**config.mk**
```make
export PLATFORM = sky130hd
export DESIGN_NAME = reservoir_scheduler
export DESIGN_NICKNAME = d
export VERILOG_FILES = /design/src/rtl/reservoir_scheduler.sv
export SDC_FILE = /design/constraint.sdc
export NUM_CORES = 2
export LEC_CHECK = 0
export CORE_UTILIZATION = 35
export DETAILED_ROUTE_END_ITERATION = 12
export PLACE_DENSITY = 0.58
export REMOVE_ABC_BUFFERS = 1
export SETUP_SLACK_MARGIN = 0.05
export SLEW_MARGIN = 20
export SYNTH_ARGS = -nofsm -noshare
export SYNTH_HDL_FRONTEND = slang
export SYNTH_SLANG_ARGS = --single-unit
```
**constraint.sdc**
```tcl
create_clock -name clk -period 12.8 [get_ports clk]
set_input_delay 2.56 -clock clk [delete_from_list [all_inputs] [get_ports clk]]
set_output_delay 2.56 -clock clk [all_outputs]
set_load 0.01 [all_outputs]
```
**src/rtl/reservoir_scheduler.sv**
```systemverilog
// reservoir_scheduler: sequences one delay-feedback reservoir run.
// Each accepted input sample is multiplied by the per-virtual-node mask, the
// reservoir is stepped once per virtual node, and every resulting node state
// is streamed to the readout together with its node index.
// Optional build macro: RESERVOIR_WARMUP_EN -- when defined, the node states of
// the first WARMUP_SAMPLES samples of each run are not streamed (the reservoir
// is still stepped for them).
module reservoir_scheduler #(
  parameter int unsigned VIRTUAL_NODES  = 10,
  parameter int unsigned DATA_WIDTH     = 32,
  parameter int unsigned FRAC_BITS      = 16,
  parameter int unsigned CNT_WIDTH      = 16,
  parameter int unsigned WARMUP_SAMPLES = 4
) (
  input  logic                             clk,
  input  logic                             rst,
  input  logic                             start,
  input  logic [CNT_WIDTH-1:0]             num_samples,
  output logic                             busy,
  output logic                             done,
  input  logic                             s_valid,
  output logic                             s_ready,
  input  logic [DATA_WIDTH-1:0]            s_data,
  output logic [$clog2(VIRTUAL_NODES)-1:0] mask_addr,
  input  logic [DATA_WIDTH-1:0]            mask_data,
  output logic                             res_en,
  output logic [DATA_WIDTH-1:0]            res_din,
  input  logic [DATA_WIDTH-1:0]            res_dout,
  output logic                             m_valid,
  input  logic                             m_ready,
  output logic [DATA_WIDTH-1:0]            m_data,
  output logic [$clog2(VIRTUAL_NODES)-1:0] m_node
);

  localparam int unsigned NODE_W = $clog2(VIRTUAL_NODES);
  localparam logic [NODE_W-1:0] NODE_LAST = NODE_W'(VIRTUAL_NODES - 1);

`ifdef RESERVOIR_WARMUP_EN
  localparam bit WARMUP_ON = 1'b1;
`else
  localparam bit WARMUP_ON = 1'b0;
`endif

  typedef enum logic [2:0] {
    IDLE   = 3'd0,
    WAIT_S = 3'd1,
    MASK   = 3'd2,
    STEP   = 3'd3,
    OUT    = 3'd4
  } state_e;

  state_e                  state_q, state_d;
  logic [NODE_W-1:0]       node_q, node_d;
  logic [CNT_WIDTH-1:0]    sample_cnt_q, sample_cnt_d;
  logic [CNT_WIDTH-1:0]    num_samples_q, num_samples_d;
  logic [DATA_WIDTH-1:0]   s_data_q, s_data_d;
  logic                    busy_q, busy_d;
  logic                    done_q, done_d;
  logic                    s_ready_q, s_ready_d;
  logic                    res_en_q, res_en_d;
  logic                    m_valid_q, m_valid_d;
  logic [NODE_W-1:0]       m_node_q, m_node_d;
  logic [NODE_W-1:0]       mask_addr_q, mask_addr_d;

  logic                    advance_s;
  logic                    warm_s;
  logic [CNT_WIDTH-1:0]    cnt_inc_s;
  logic signed [2*DATA_WIDTH-1:0] prod_s;
  logic [DATA_WIDTH-1:0]   scaled_s;

  assign cnt_inc_s = sample_cnt_q + CNT_WIDTH'(1'b1);
  // Warm-up samples skip the readout; constant false in the default build.
  assign warm_s    = WARMUP_ON && (sample_cnt_q < CNT_WIDTH'(WARMUP_SAMPLES));

  // Full-precision signed product of sample and mask, then drop the mask's
  // fractional bits and truncate back to the datapath width (no saturation).
  assign prod_s   = $signed({{DATA_WIDTH{s_data_q[DATA_WIDTH-1]}}, s_data_q}) *
                    $signed({{DATA_WIDTH{mask_data[DATA_WIDTH-1]}}, mask_data});
  assign scaled_s = DATA_WIDTH'(prod_s >>> FRAC_BITS);

  // mask_data only arrives in the STEP cycle, so res_din is formed
  // combinationally there; it reads zero whenever the reservoir is not stepped.
  assign res_din = res_en_q ? scaled_s : {DATA_WIDTH{1'b0}};
  // The reservoir only moves on res_en, which is never raised in OUT, so its
  // post-step output is frozen for as long as the beat is pending.
  assign m_data  = m_valid_q ? res_dout : {DATA_WIDTH{1'b0}};

  assign busy      = busy_q;
  assign done      = done_q;
  assign s_ready   = s_ready_q;
  assign res_en    = res_en_q;
  assign m_valid   = m_valid_q;
  assign m_node    = m_node_q;
  assign mask_addr = mask_addr_q;

  // Next-state, counter and registered-output computation.
  always_comb begin
    state_d       = state_q;
    node_d        = node_q;
    sample_cnt_d  = sample_cnt_q;
    num_samples_d = num_samples_q;
    s_data_d      = s_data_q;
    done_d        = 1'b0;
    advance_s     = 1'b0;

    case (state_q)
      IDLE: begin
        if (start) begin
          if (num_samples == {CNT_WIDTH{1'b0}}) begin
            done_d = 1'b1;
          end else begin
            num_samples_d = num_samples;
            sample_cnt_d  = {CNT_WIDTH{1'b0}};
            node_d        = {NODE_W{1'b0}};
            state_d       = WAIT_S;
          end
        end else begin
          state_d = IDLE;
        end
      end
      WAIT_S: begin
        if (s_valid && s_ready_q) begin
          s_data_d = s_data;
          node_d   = {NODE_W{1'b0}};
          state_d  = MASK;
        end else begin
          state_d = WAIT_S;
        end
      end
      MASK: begin
        state_d = STEP;
      end
      STEP: begin
        if (warm_s) begin
          advance_s = 1'b1;
        end else begin
          state_d = OUT;
        end
      end
      OUT: begin
        if (m_ready) begin
          advance_s = 1'b1;
        end else begin
          state_d = OUT;
        end
      end
      default: begin
        state_d = IDLE;
      end
    endcase

    // Move to the next virtual node, or close the sample (and maybe the run).
    if (advance_s) begin
      if (node_q != NODE_LAST) begin
        node_d  = node_q + NODE_W'(1'b1);
        state_d = MASK;
      end else begin
        node_d       = {NODE_W{1'b0}};
        sample_cnt_d = cnt_inc_s;
        if (cnt_inc_s == num_samples_q) begin
          done_d  = 1'b1;
          state_d = IDLE;
        end else begin
          state_d = WAIT_S;
        end
      end
    end else begin
      node_d = node_d;
    end

    busy_d      = (state_d != IDLE);
    s_ready_d   = (state_d == WAIT_S);
    res_en_d    = (state_d == STEP);
    m_valid_d   = (state_d == OUT);
    m_node_d    = (state_d == OUT)  ? node_d : m_node_q;
    mask_addr_d = (state_d == MASK) ? node_d : mask_addr_q;
  end

  // State, counters and output registers; async reset abandons any partial run.
  always_ff @(posedge clk or negedge rst) begin
    if (!rst) begin
      state_q       <= IDLE;
      node_q        <= {NODE_W{1'b0}};
      sample_cnt_q  <= {CNT_WIDTH{1'b0}};
      num_samples_q <= {CNT_WIDTH{1'b0}};
      s_data_q      <= {DATA_WIDTH{1'b0}};
      busy_q        <= 1'b0;
      done_q        <= 1'b0;
      s_ready_q     <= 1'b0;
      res_en_q      <= 1'b0;
      m_valid_q     <= 1'b0;
      m_node_q      <= {NODE_W{1'b0}};
      mask_addr_q   <= {NODE_W{1'b0}};
    end else begin
      state_q       <= state_d;
      node_q        <= node_d;
      sample_cnt_q  <= sample_cnt_d;
      num_samples_q <= num_samples_d;
      s_data_q      <= s_data_d;
      busy_q        <= busy_d;
      done_q        <= done_d;
      s_ready_q     <= s_ready_d;
      res_en_q      <= res_en_d;
      m_valid_q     <= m_valid_d;
      m_node_q      <= m_node_d;
      mask_addr_q   <= mask_addr_d;
    end
  end

endmodule

```
## After elaboration in Yosys (flattened, before gate mapping)

Cells that the tools add are included.

| word-level totals | value |
|---|---|
| word-level logic and storage cells | 61 |
| bits in registers | 84 |
| input bits | 117 |
| output and inout port bits | 77 |

| operators by class | value |
|---|---|
| equal/unequal tests | 10 |
| multiplexer cells | 29 |
| reduce and logical (&&, ||, !) cells | 6 |
| multipliers | 1 |
| $add $sub $neg | 2 |
| bitwise logic cells | 1 |

Operators with widths:

| operator | count |
|---|---|
| $mux W16 | 5 |
| $mux W32 | 2 |
| $mul A32 B32 Y48 | 1 |
| $mux W4 | 5 |
| $add A16 B1 Y16 const B | 1 |
| $eq A16 B16 Y1 | 1 |
| $logic_not A16 Y1 | 1 |
| $pmux W3 S5 | 1 |
| $eq A3 B2 Y1 const B | 4 |
| $mux W3 | 4 |
| $mux W1 | 9 |
| $pmux W4 S2 | 1 |
| $eq A3 B1 Y1 const B | 2 |
| $eq A3 B3 Y1 const B | 2 |
| $add A4 B1 Y4 const B | 1 |
| $mux W2 | 2 |
| $ne A4 B4 Y1 const B | 1 |
| $logic_not A3 Y1 | 1 |
| $reduce_and A3 Y1 | 1 |
| $reduce_bool A3 Y1 | 1 |
| $reduce_and A2 Y1 | 1 |
| $logic_and A1 B1 Y1 | 1 |
| $not A1 Y1 | 1 |

## Longest topological paths before layout

| depth | value |
|---|---|
| word-level depth | 7 |
| depth in mapped cells | 27 |
| gate-level depth less buffers | 25 |

## Worst setup path after synthesis

OpenSTA, ideal clock, no wires.

| timing path | value |
|---|---|
| kind | in2out |
| start point | in mask_data[2] |
| end point | out res_din[29] |
| slack | 0.836 ns |
| stages on the path | 24 |
| required time | 10.240 ns |
| arrival | 9.404 ns |
| cells stage by stage | clkbuf_1 -> nand2_1 -> fa_1 -> fa_1 -> fa_1 -> fa_1 -> inv_1 -> fa_1 -> inv_1 -> fa_1 -> inv_1 -> fa_1 -> fa_1 -> ha_1 -> buf_2 -> and4_1 -> or3b_1 -> or2_1 -> a311oi_1 -> nor4_1 -> o41ai_4 -> mux2i_1 -> xor2_1 -> and2_1 |

| between the ends | value |
|---|---|
| cells in the longest elaborated chain, start to end | 2 |

RTL lines:

| element | line | RTL |
|---|---|---|
| start, declared | 25 | `input logic [DATA_WIDTH-1:0] mask_data,` |
| $mul A32 B32 Y48 | 77 | `assign prod_s = $signed({{DATA_WIDTH{s_data_q[DATA_WIDTH-1]}}, s_data_q}) *` |
| $mux W32 | 83 | `assign res_din = res_en_q ? scaled_s : {DATA_WIDTH{1'b0}};` |
| end, declared | 27 | `output logic [DATA_WIDTH-1:0] res_din,` |

No other way between the ends.

## Worst setup path after layout

| timing path | value |
|---|---|
| start point | in mask_data[20] |
| end point | out res_din[31] |

The elaborated chain is that of the path after synthesis.

==> flow_summary.json <==
{
  "clk_latency_ns": 0.34,
  "netlist.area_leader.share": 0.507,
  "drive_gt1_frac": 0.114,
  "min_path_type": "flip-flop to flip-flop",
  "grt_pass1_vias": 26400,
  "ff2ff_path_depth": 9,
  "yosys-top-cells-count": "838 x fa_1, 775 x inv_1, 518 x nand2_1",
  "cts_tree": "yes",
  "place.port_buffers": 193,
  "start_util": 0.354,
  "hold_viol": 0,
  "hp-start": "mask_addr[2]$_DFFE_PN0N_",
  "cp-end-kind": "output port",
  "pin_count": 194,
  "cp-startpoint": "mask_data[20]",
  "cts_root_buf": "clkbuf_16",
  "setup_viol": 0,
  "synth-edff-count": 0,
  "cp_max_fo": 15,
  "yosys-top-cells-area": "fa_1 51%, and2_1 9.1%, inv_1 8.8%",
  "grt_max_degree": 70,
  "vias": 24400,
  "yosysMostFrequentCell": "fa_1",
  "grt_busiest_layer": "met2",
  "synthesis.area_um2": 33100,
  "wl_um": 92800,
  "maxCapViolations": 0,
  "dp_hpwl_um": 79800,
  "first_pass_iters": 7,
  "r2r_slack_ns": 9.78,
  "drt_iter0_markers": 1253,
  "max_freq_mhz": 79.3,
  "design.final.nets": 4973,
  "gr-total-overflow": 0,
  "drt-vias-per-instance": 4.77,
  "dieHeight_um": 309,
  "syn_inst": 3547,
  "finalMaxSlewViolations": 0,
  "hold_path_depth": 2,
  "worstMarginPinSlew_ns": 1.11,
  "clk_pin_slew_worst_paths_ns": 0.07,
  "use_met3": 0.0191,
  "crit_type": "input port to output port",
  "use_met1": 0.284,
  "regToRegStartpoint": "sample_cnt_q[0]$_DFF_PN0_",
  "ys_types": 65,
  "synth_top_cell_by_area": "fa_1",
  "clock_skew_ns": 0.00728,
  "num_rows": 112,
  "grt_util_all_layers": 0.202,
  "wire_per_inst_um": 18.2,
  "drc": 0,
  "yosysWarningCount": 0,
  "synthFlopType": "dfrtp_1",
  "outcome": "finished, final reports clean",
  "fin_setup_tns_ns": 0,
  "numCtsBuffers": 9,
  "antenna_cells": 0,
  "die-area_um2": 95800,
  "cts_buffer_depth": 2,
  "startpoint_type": "input port",
  "h-tree-depth": 3,
  "worstPathArrival_ns": 10.05,
  "post-route-period-util": 0.985,
  "syn_to_final_growth_pct": 17.6,
  "routabilityCongestion": 0.941,
  "grt_pass1_wl_um": 150000,
  "async_reset_ff_frac": 1.00,
  "fillers": 9307,
  "grt_use_met2": 0.345,
  "cts_sinks": 84,
  "post-route-min-period_ns": 12.61,
  "avgSynthCellArea_um2": 9.33,
  "rsz0062_at_grt": "true",
  "die_x_um": 309,
  "core_um2": 93500,
  "ant_nets": 0,
  "synth_seq_area_share": 0.0635,
  "slew_headroom": 0.258,
  "grt_antenna_before_repair": 2,
  "synth-seq-cells": 84,
  "worst_ep_required_time_ns": 10.24
}
-- final cells by class --
| class | count | area, um^2 | area share |
|---|---|---|---|
| clock buffer | 10 | 239 | 0.00614 |
| sequential | 84 | 2100 | 0.0541 |
| clock inverter | 6 | 93.8 | 0.00241 |
| tap | 1254 | 1570 | 0.0403 |
| timing repair buffer | 489 | 4380 | 0.113 |
| multi-input combinational | 2495 | 27600 | 0.710 |
| inverter | 775 | 2910 | 0.0748 |
-- worst max-delay path: stages --
cell and delay (ns):
clkdlybuf4s50_1 0.44, buf_12 0.17, and2_1 0.18, fa_1 0.53
inv_1 0.05, fa_1 0.47, inv_1 0.05, fa_1 0.49
inv_1 0.06, fa_1 0.54, inv_1 0.08, fa_1 0.51
fa_1 0.44, fa_1 0.52, fa_1 0.46, ha_4 0.32
nand4_1 0.23, or3_1 0.44, a21oi_1 0.14, buf_4 0.18
nor3b_2 0.07, o211a_1 0.27, buf_4 0.16, o31ai_2 0.25
xnor2_1 0.15, and2_1 0.14, clkbuf_2 0.15
-- flip-flops by register name, indices dropped and copies added (netlist names) --
register       flops
res_en             1
s_ready            1
num_samples_q     16
sample_cnt_q      16
done               1
mask_addr          4
state_q            3
s_data_q          32
busy               1
m_valid            1
m_node             4
node_q             4
-- routing by layer --
| layer | wire length (um) | vias up |
|---|---|---|
| li1 | - | 10900 |
| met1 | 41100 | 12900 |
| met2 | 45900 | 566 |
| met3 | 4450 | 66 |
| met4 | 1350 | 0 |
| met5 | 0 | - |
-- placed cells by master, fill, tap and decap left out, types with 17 or more instances in the layout --
cell type,Yosys,final
xor2_1,24,22
xnor2_1,76,75
dfrtp_1,84,83
nor2b_1,24,23
clkdlybuf4s50_1,0,157
buf_6,3,20
nor2_1,34,34
nand2_1,518,516
a21o_1,20,20
o21ai_0,59,55
inv_1,775,774
a21oi_1,50,48
buf_4,1,260
mux2_2,52,52
ha_1,164,154
buf_12,0,17
fa_1,838,833
and2_1,483,480
-- through the flow --
stage | utilization | setup WS, ns | std cells | hold slack (ns) | cell area, um^2
2_1_floorplan | - | 1.04 | 3354 | 0.471 | 32300
3_3_place_gp | 0.408 | -0.730 | 5086 | 0.476 | 38100
3_5_place_dp | 0.408 | -0.750 | 5086 | 0.478 | 38100
4_1_cts | 0.414 | 0.0137 | 5109 | 0.494 | 38700
5_1_grt | 0.416 | 0.0181 | 5113 | 0.511 | 38900
6_report | 0.416 | 0.193 | 5113 | 0.484 | 38900
-- what timing repair did --
action | in CTS | in global routing
gates resized for setup | 101 | 68
pin swaps | 39 | 49
endpoints found under the setup margin | 20 | 22
hold buffers | 0 | 0
setup buffers | 7 | 4
-- cell families after synthesis --
group                      Yosys count  share of synthesized area
xor gates and xnor gates           100                     0.0265
AOI/OAI and AO/OA                  186                     0.0351
muxes                               54                     0.0183
buffers and inverters              968                      0.111
and+or+nand+nor                   1153                      0.177
DFF                                 84                     0.0635
adders and majority gates         1002                      0.569
-- final timing paths --
kind	to
min in group asynchronous	num_samples_q[9]$_DFFE_PN0P_
max in group asynchronous	s_data_q[5]$_DFFE_PN0P_
worst min register to register	mask_addr[2]$_DFFE_PN0N_
worst min-delay path	mask_addr[2]$_DFFE_PN0N_
worst max register to register	busy$_DFF_PN0_
worst max-delay path	res_din[31]
Power is left out: the tool's default activity adds up to more than one toggle a clock period on the data nets, which glitch-free logic cannot reach.
